===== config.mk =====
export PLATFORM = sky130hd
export DESIGN_NAME = ex_muldiv
export DESIGN_NICKNAME = d
export VERILOG_FILES = /design/src/rtl/ex_muldiv_pkg.sv /design/src/rtl/ex_muldiv_divider.sv /design/src/rtl/ex_muldiv.sv
export SDC_FILE = /design/constraint.sdc
export NUM_CORES = 1
export LEC_CHECK = 0
export ABC_AREA = 1
export CAP_MARGIN = 10
export CORE_MARGIN = 8
export CORE_UTILIZATION = 45
export CTS_CLUSTER_SIZE = 8
export DETAILED_ROUTE_END_ITERATION = 10
export DONT_BUFFER_PORTS = 1
export MAX_ROUTING_LAYER = met4
export SLEW_MARGIN = 15
export SYNTH_ARGS = -nofsm -noshare
export SYNTH_HDL_FRONTEND = slang
export SYNTH_SLANG_ARGS = --single-unit

===== constraint.sdc =====
create_clock -name clock -period 22.2 [get_ports clock]
set_input_delay 6.66 -clock clock [delete_from_list [all_inputs] [get_ports clock]]
set_output_delay 6.66 -clock clock [all_outputs]
set_load 0.01 [all_outputs]

===== src/rtl/ex_muldiv_pkg.sv =====
// Shared operator/category codes and divider state encoding for the ex_muldiv execute stage.
package ex_muldiv_pkg;

  localparam int OP_WIDTH  = 8;
  localparam int CAT_WIDTH = 3;

  typedef logic [OP_WIDTH-1:0]  alu_operator_t;
  typedef logic [CAT_WIDTH-1:0] alu_category_t;

  localparam logic ENABLE  = 1'b1;
  localparam logic DISABLE = 1'b0;

  localparam alu_operator_t OPERATOR_NOP   = 8'h00;
  localparam alu_operator_t OPERATOR_AND   = 8'h24;
  localparam alu_operator_t OPERATOR_OR    = 8'h25;
  localparam alu_operator_t OPERATOR_XOR   = 8'h26;
  localparam alu_operator_t OPERATOR_NOR   = 8'h27;
  localparam alu_operator_t OPERATOR_SLL   = 8'h7C;
  localparam alu_operator_t OPERATOR_SRL   = 8'h02;
  localparam alu_operator_t OPERATOR_SRA   = 8'h03;
  localparam alu_operator_t OPERATOR_MFHI  = 8'h10;
  localparam alu_operator_t OPERATOR_MTHI  = 8'h11;
  localparam alu_operator_t OPERATOR_MFLO  = 8'h12;
  localparam alu_operator_t OPERATOR_MTLO  = 8'h13;
  localparam alu_operator_t OPERATOR_MULT  = 8'h18;
  localparam alu_operator_t OPERATOR_MULTU = 8'h19;
  localparam alu_operator_t OPERATOR_DIV   = 8'h1A;
  localparam alu_operator_t OPERATOR_DIVU  = 8'h1B;

  localparam alu_category_t CATEGORY_NOP   = 3'd0;
  localparam alu_category_t CATEGORY_LOGIC = 3'd1;
  localparam alu_category_t CATEGORY_SHIFT = 3'd2;
  localparam alu_category_t CATEGORY_MOVE  = 3'd3;
  localparam alu_category_t CATEGORY_ARITH = 3'd4;

  typedef enum logic [1:0] {
    DIV_IDLE = 2'd0,
    DIV_BUSY = 2'd1,
    DIV_DONE = 2'd2
  } div_state_t;

endpackage


===== src/rtl/ex_muldiv_divider.sv =====
// Iterative restoring divider: one quotient bit per BUSY cycle, signs applied on the way out.
module ex_divider
  import ex_muldiv_pkg::*;
#(
  parameter int DATA_WIDTH = 32,
  parameter int CNT_WIDTH  = 5
) (
  input  logic                  clock,
  input  logic                  reset,
  input  logic                  start,
  input  logic                  signed_mode,
  input  logic [DATA_WIDTH-1:0] dividend,
  input  logic [DATA_WIDTH-1:0] divisor,
  input  logic                  annul,
  output logic                  busy,
  output logic                  done,
  output logic [DATA_WIDTH-1:0] quotient,
  output logic [DATA_WIDTH-1:0] remainder
);

  div_state_t state, state_next;
  logic [CNT_WIDTH-1:0]  count;
  logic [DATA_WIDTH-1:0] quo, rem, den;
  logic                  neg_quo, neg_rem;
  logic                  num_neg, den_neg;
  logic [DATA_WIDTH-1:0] num_mag, den_mag;
  logic [DATA_WIDTH:0]   trial;
  logic                  fits;

  assign num_neg = signed_mode & dividend[DATA_WIDTH-1];
  assign den_neg = signed_mode & divisor[DATA_WIDTH-1];
  assign num_mag = num_neg ? -dividend : dividend;
  assign den_mag = den_neg ? -divisor : divisor;
  // Dividend bits stream out of quo's MSB while quotient bits enter at its LSB.
  assign trial   = {rem, quo[DATA_WIDTH-1]};
  assign fits    = trial >= {1'b0, den};

  always_ff @(posedge clock or posedge reset) begin
    if (reset) state <= DIV_IDLE;
    else       state <= state_next;
  end

  always_comb begin
    state_next = state;
    busy       = DISABLE;
    done       = DISABLE;
    case (state)
      DIV_IDLE: begin
        if (start) begin
          busy       = ENABLE;
          state_next = (divisor == '0) ? DIV_DONE : DIV_BUSY;
        end
      end
      DIV_BUSY: begin
        if (annul) begin
          state_next = DIV_IDLE;
        end else begin
          busy = ENABLE;
          if (count == CNT_WIDTH'(DATA_WIDTH-1)) state_next = DIV_DONE;
        end
      end
      DIV_DONE: begin
        done       = !annul;
        state_next = DIV_IDLE;
      end
      default: state_next = DIV_IDLE;
    endcase
  end

  always_ff @(posedge clock or posedge reset) begin
    if (reset) begin
      count   <= '0;
      quo     <= '0;
      rem     <= '0;
      den     <= '0;
      neg_quo <= 1'b0;
      neg_rem <= 1'b0;
    end else if (state == DIV_IDLE && start) begin
      count <= '0;
      if (divisor == '0) begin
        quo     <= '1;
        rem     <= dividend;
        den     <= '0;
        neg_quo <= 1'b0;
        neg_rem <= 1'b0;
      end else begin
        quo     <= num_mag;
        rem     <= '0;
        den     <= den_mag;
        neg_quo <= num_neg ^ den_neg;
        neg_rem <= num_neg;
      end
    end else if (state == DIV_BUSY) begin
      count <= count + CNT_WIDTH'(1);
      quo   <= {quo[DATA_WIDTH-2:0], fits};
      rem   <= fits ? (trial[DATA_WIDTH-1:0] - den) : trial[DATA_WIDTH-1:0];
    end
  end

  assign quotient  = neg_quo ? -quo : quo;
  assign remainder = neg_rem ? -rem : rem;

endmodule


===== src/rtl/ex_muldiv.sv =====
// MIPS execute stage with HI/LO registers and an iterative divider that stalls upstream.
// Define EX_MULDIV_MUL_EN to add single-cycle MULT/MULTU into HI/LO.
module ex_muldiv
  import ex_muldiv_pkg::*;
#(
  parameter int DATA_WIDTH  = 32,
  parameter int SHAMT_WIDTH = 5,
  parameter int ADDR_WIDTH  = 5
) (
  input  logic                  clock,
  input  logic                  reset,
  input  alu_operator_t         operator,
  input  alu_category_t         category,
  input  logic [DATA_WIDTH-1:0] operand1,
  input  logic [DATA_WIDTH-1:0] operand2,
  input  logic [ADDR_WIDTH-1:0] input_write_addr,
  input  logic                  input_write_enable,
  input  logic                  annul,
  output logic [ADDR_WIDTH-1:0] write_addr,
  output logic                  write_enable,
  output logic [DATA_WIDTH-1:0] write_data,
  output logic                  stall_request,
  output logic [DATA_WIDTH-1:0] hi,
  output logic [DATA_WIDTH-1:0] lo
);

  logic                   is_div, is_mthi, is_mtlo, no_write;
  logic                   div_busy, div_done;
  logic [DATA_WIDTH-1:0]  div_quotient, div_remainder, result;
  logic [SHAMT_WIDTH-1:0] shamt;
  logic signed [DATA_WIDTH-1:0] operand2_signed;

  assign is_div  = (category == CATEGORY_ARITH) &&
                   (operator == OPERATOR_DIV || operator == OPERATOR_DIVU);
  assign is_mthi = (category == CATEGORY_MOVE) && (operator == OPERATOR_MTHI);
  assign is_mtlo = (category == CATEGORY_MOVE) && (operator == OPERATOR_MTLO);
  assign shamt           = operand1[SHAMT_WIDTH-1:0];
  assign operand2_signed = operand2;

`ifdef EX_MULDIV_MUL_EN
  logic                    is_mul, mul_signed;
  logic [2*DATA_WIDTH-1:0] mul_a, mul_b, product;
  assign is_mul     = (category == CATEGORY_ARITH) &&
                      (operator == OPERATOR_MULT || operator == OPERATOR_MULTU);
  assign mul_signed = (operator == OPERATOR_MULT);
  // Sign-extending to the full product width makes one unsigned multiply serve both forms.
  assign mul_a   = {{DATA_WIDTH{mul_signed & operand1[DATA_WIDTH-1]}}, operand1};
  assign mul_b   = {{DATA_WIDTH{mul_signed & operand2[DATA_WIDTH-1]}}, operand2};
  assign product = mul_a * mul_b;
  assign no_write = is_div | is_mthi | is_mtlo | is_mul;
`else
  assign no_write = is_div | is_mthi | is_mtlo;
`endif

  ex_divider #(
    .DATA_WIDTH(DATA_WIDTH),
    .CNT_WIDTH (SHAMT_WIDTH)
  ) u_divider (
    .clock      (clock),
    .reset      (reset),
    .start      (is_div),
    .signed_mode(operator == OPERATOR_DIV),
    .dividend   (operand1),
    .divisor    (operand2),
    .annul      (annul),
    .busy       (div_busy),
    .done       (div_done),
    .quotient   (div_quotient),
    .remainder  (div_remainder)
  );

  always_comb begin
    result = '0;
    case (category)
      CATEGORY_LOGIC: begin
        case (operator)
          OPERATOR_OR:  result = operand1 | operand2;
          OPERATOR_AND: result = operand1 & operand2;
          OPERATOR_NOR: result = ~(operand1 | operand2);
          OPERATOR_XOR: result = operand1 ^ operand2;
          default:      result = '0;
        endcase
      end
      CATEGORY_SHIFT: begin
        case (operator)
          OPERATOR_SLL: result = operand2 << shamt;
          OPERATOR_SRL: result = operand2 >> shamt;
          OPERATOR_SRA: result = operand2_signed >>> shamt;
          default:      result = '0;
        endcase
      end
      CATEGORY_MOVE: begin
        case (operator)
          OPERATOR_MFHI: result = hi;
          OPERATOR_MFLO: result = lo;
          default:       result = '0;
        endcase
      end
      default: result = '0;
    endcase
  end

  assign write_data    = reset ? '0 : result;
  assign write_addr    = reset ? '0 : input_write_addr;
  assign write_enable  = !reset && input_write_enable && !no_write;
  assign stall_request = !reset && div_busy;

  always_ff @(posedge clock or posedge reset) begin
    if (reset) begin
      hi <= '0;
      lo <= '0;
    end else if (div_done) begin
      hi <= div_remainder;
      lo <= div_quotient;
    end
`ifdef EX_MULDIV_MUL_EN
    else if (is_mul) begin
      hi <= product[2*DATA_WIDTH-1:DATA_WIDTH];
      lo <= product[DATA_WIDTH-1:0];
    end
`endif
    else begin
      if (is_mthi) hi <= operand1;
      if (is_mtlo) lo <= operand1;
    end
  end

endmodule


==> out/metrics.csv <==
stage,metric,value,unit
run_status,status,"complete, no violations",
setup_path,CP Capture Type,primary output,
power,leakage,10.5,nW
logic_synthesis,Post-Synthesis Cells,3533,
routing,total wire length,113000,um
logic_synthesis,#FFs+latches synth,169,
global_route,first-pass GRT wire length,164000,um
layout,layout cells sized above 1,4.71,%
routing,vias,25597,
layout,fin nets,3594,
logic_synthesis,Synth Cell Area,20700,um2
logic_synthesis,Post-Syn Nets,3721,
place,number of port buffers,0,
clock_tree,CTS tree,built,
setup_path,Critical R2R Launch,u_divider.rem[5],
floorplan,die width,230,um
clock_tree,clock sink count,169,
setup_path,R2R setup slack,18.77,ns
worst_hold_path,hold crit path type,register to register,
timing,Clock Skews,0.0160,ns
timing,RSZ-0062 raised after global routing,false,
clock_tree,PostCTS Resize Cnt,0,
layout,sequential cell area,4230,um2
place,routability cong.,1.14,
layout,Final Non-Filler Cells,4028,
clock_tree,root buf cell,clkbuf_16,
timing,setup TNS,0,ns
routing,vias per cell,6.35,
floorplan,Rows,78,
routing,wire per inst,28.2,um
global_route,grt ovf,0,
setup_path,Arrival @ worst endpoint,9.64,ns
clock_tree,post-cts hold buffer count,0,
floorplan,die area,53000,um2
floorplan,Starting Density,45.5,%
timing,maximum clock rate,61.4,MHz
logic_synthesis,Main synth FF type,dfrtp_1,
global_route,largest net degree at the start of global routing,98,
global_route,vias in the first global route,24331,
timing,"Slew Viols, Final",0,
timing,period utilization,73.4,%
timing,final hold vios,0,
layout,Final Core Density,47.1,%
timing,Tightest Pin Transition,1.17,ns
worst_hold_path,hold endpoint,u_divider.den[28],
timing,Final setup viols,0,
routing,DRC errors left,0,
clock_tree,CTS Buf Count,17,
setup_path,Critical R2R Capture,u_divider.rem[24],
clock_tree,Post-CTS Setup Inserts,0,
layout,Area growth syn-to-layout,3.53,%
job,max cap viols,0,
setup_path,critical path type,primary input to primary output,
place,placed instance count,3987,
layout,Fillers,4961,
global_route,GRT Total Usage,42.9,%
clock_tree,Longest Clk Path Bufs,2,
place,Final HPWL DP,88000,um
power,power per standard cell area,48.2,nW/um2
routing,DR pass1 iterations,9,
floorplan,Die Height,230,um
setup_path,critical path data required time,15.54,ns
setup_path,Crit Path Max Fanout,47,
routing,Detailed Route Iter0 Violations,3301,
global_route,initial antenna violation count,6,
floorplan,top-level port count,187,
floorplan,core area,45400,um2
worst_hold_path,Hold Path Cell Cnt,2,
clock_tree,"CTS clk-pin slew, worst paths",0.07,ns
logic_synthesis,"Seq/Total Area, Yosys",20.5,%
timing,Slew headroom,21.4,%
setup_path,CP startpoint kind,primary input,
timing,fin crit period,16.30,ns
worst_hold_path,hold path startpoint,u_divider.den[28],
logic_synthesis,Synth Warn #,0,
logic_synthesis,number of synthesized flops with an enable pin,0,
timing,worst hold margin,0.509,ns
setup_path,cells on worst reg2reg path,16,
clock_tree,Worst-Skew Late Latency,0.47,ns
logic_synthesis,Unique masters post-synth,54,
power,Peak VDD IR,56.0,uV
clock_tree,CTS H-tree lvls,4,
logic_synthesis,Avg Inst Size Synth,5.85,um2
layout,multi-input gate area in the final layout,14000,um2
routing,post-route ant nets,0,
logic_synthesis,asr flop ratio synth,100,%
-- how the worst max path moves through the flow --
stage / startpoint / end / slack (ns)
detailed placement: operator[7] / write_data[30] / 6.14
floorplan: reset / write_data[10] / 3.63
finish: operator[7] / write_data[30] / 5.90
CTS: operator[7] / write_data[30] / 6.14
global placement: operator[7] / write_data[30] / 6.15
global route: operator[7] / write_data[27] / 5.86
-- routing by layer --
metal  share of wire [%]  GRT usage [%]  vias to the layer above
li1                    -              -                    11375
met1                  34           46.1                    11926
met2                  44           65.1                     1787
met3                  11           12.1                      509
met4                  11           36.2                        0
met5                   0              -                        -
-- per-stage QoR --
step | cell area (um2) | power (W) | worst slack (ns)
finish | 21400 | 0.00103 | 5.90
global route | 21400 | 0.00108 | 5.86
CTS | 21400 | 0.00102 | 6.14
detailed placement | 20800 | 0.000725 | 6.14
global placement | 20800 | 0.000719 | 6.15
floorplan | 20700 | 0.000628 | 3.63
-- Yosys cell counts, types with 3 or more instances --
cell | count | area [um2]
clkinv_1 | 5 | 18.8
clkbuf_1 | 64 | 240
o31ai_1 | 3 | 22.5
nor2_2 | 8 | 50.1
ha_1 | 103 | 1290
o221ai_1 | 32 | 280
nor4_1 | 8 | 50.1
a31o_2 | 5 | 43.8
o21a_1 | 10 | 75.1
o22ai_1 | 57 | 357
nor3_2 | 10 | 100
xor2_1 | 41 | 359
nand3_4 | 3 | 52.6
o21bai_1 | 14 | 105
inv_1 | 408 | 1530
nand3_1 | 461 | 2310
nand2_2 | 12 | 75.1
nand3b_1 | 18 | 135
buf_4 | 8 | 60.1
o211ai_1 | 61 | 458
o21ai_0 | 142 | 711
a31oi_1 | 13 | 81.3
o2111ai_1 | 3 | 26.3
nor3_1 | 28 | 140
buf_6 | 9 | 101
xnor2_1 | 15 | 131
nand4_1 | 48 | 300
o21ai_1 | 24 | 120
nor3_4 | 4 | 65.1
a21oi_1 | 207 | 1040
buf_1 | 36 | 135
and2_1 | 3 | 18.8
inv_2 | 29 | 109
nor2_4 | 15 | 169
nand2_1 | 1134 | 4260
or2_2 | 7 | 43.8
dfrtp_1 | 169 | 4230
buf_2 | 51 | 255
nor2_1 | 243 | 912
-- worst max-delay path: stages --
cell and delay, ns:
nor2_4 0.12, nand3_4 0.14, inv_2 0.62, nand4_2 0.64
o22ai_1 0.71, a21oi_1 0.26, a21oi_1 0.47
-- placed cells by master (no fill, tap or decap), types with 17 or more instances in the layout --
cell type / count
xor2_1: 41
clkbuf_16: 17
a21oi_1: 207
inv_2: 29
nand2_1: 1133
o22ai_1: 57
nor2_1: 242
o21ai_1: 25
o221ai_1: 32
ha_1: 103
nand3b_1: 18
dfrtp_1: 169
nor3_1: 28
o21ai_0: 141
inv_1: 405
o211ai_1: 61
nand4_1: 48
buf_4: 22
nand3_1: 461
-- flip-flops by register name, indices dropped and copies added (netlist names) --
name,cells
u_divider.quo,32
u_divider.state,2
u_divider.neg_quo,1
hi,32
lo,32
u_divider.rem,32
u_divider.count,5
u_divider.neg_rem,1
u_divider.den,32
-- cell type report --
cell class | count | share of cell area (%)
Clock buffer | 18 | 2.05
Inverter | 444 | 7.84
Antenna cell | 9 | 0.105
Tap cell | 600 | 3.51
Sequential cell | 169 | 19.8
Clock inverter | 14 | 0.597
Timing Repair Buffer | 22 | 0.772
Multi-Input combinational cell | 2752 | 65.4
-- cell families after synthesis --
group                      Yosys count  share of synthesized area (%)
AOI/OAI and AO/OA                  580                           16.4
adders and majority gates          104                           6.33
and+or+nand+nor                   2012                           42.5
buffers and inverters              612                           11.9
xor gates and xnor gates            56                           2.37
DFF                                169                           20.5
-- power by group --
part | internal (W) | switching [W]
Combinational | 0.000112 | 0.000239
Clock | 0.000151 | 0.000146
Sequential | 0.000336 | 0.0000466
Note: power is estimated with default switching activity, not from simulation.
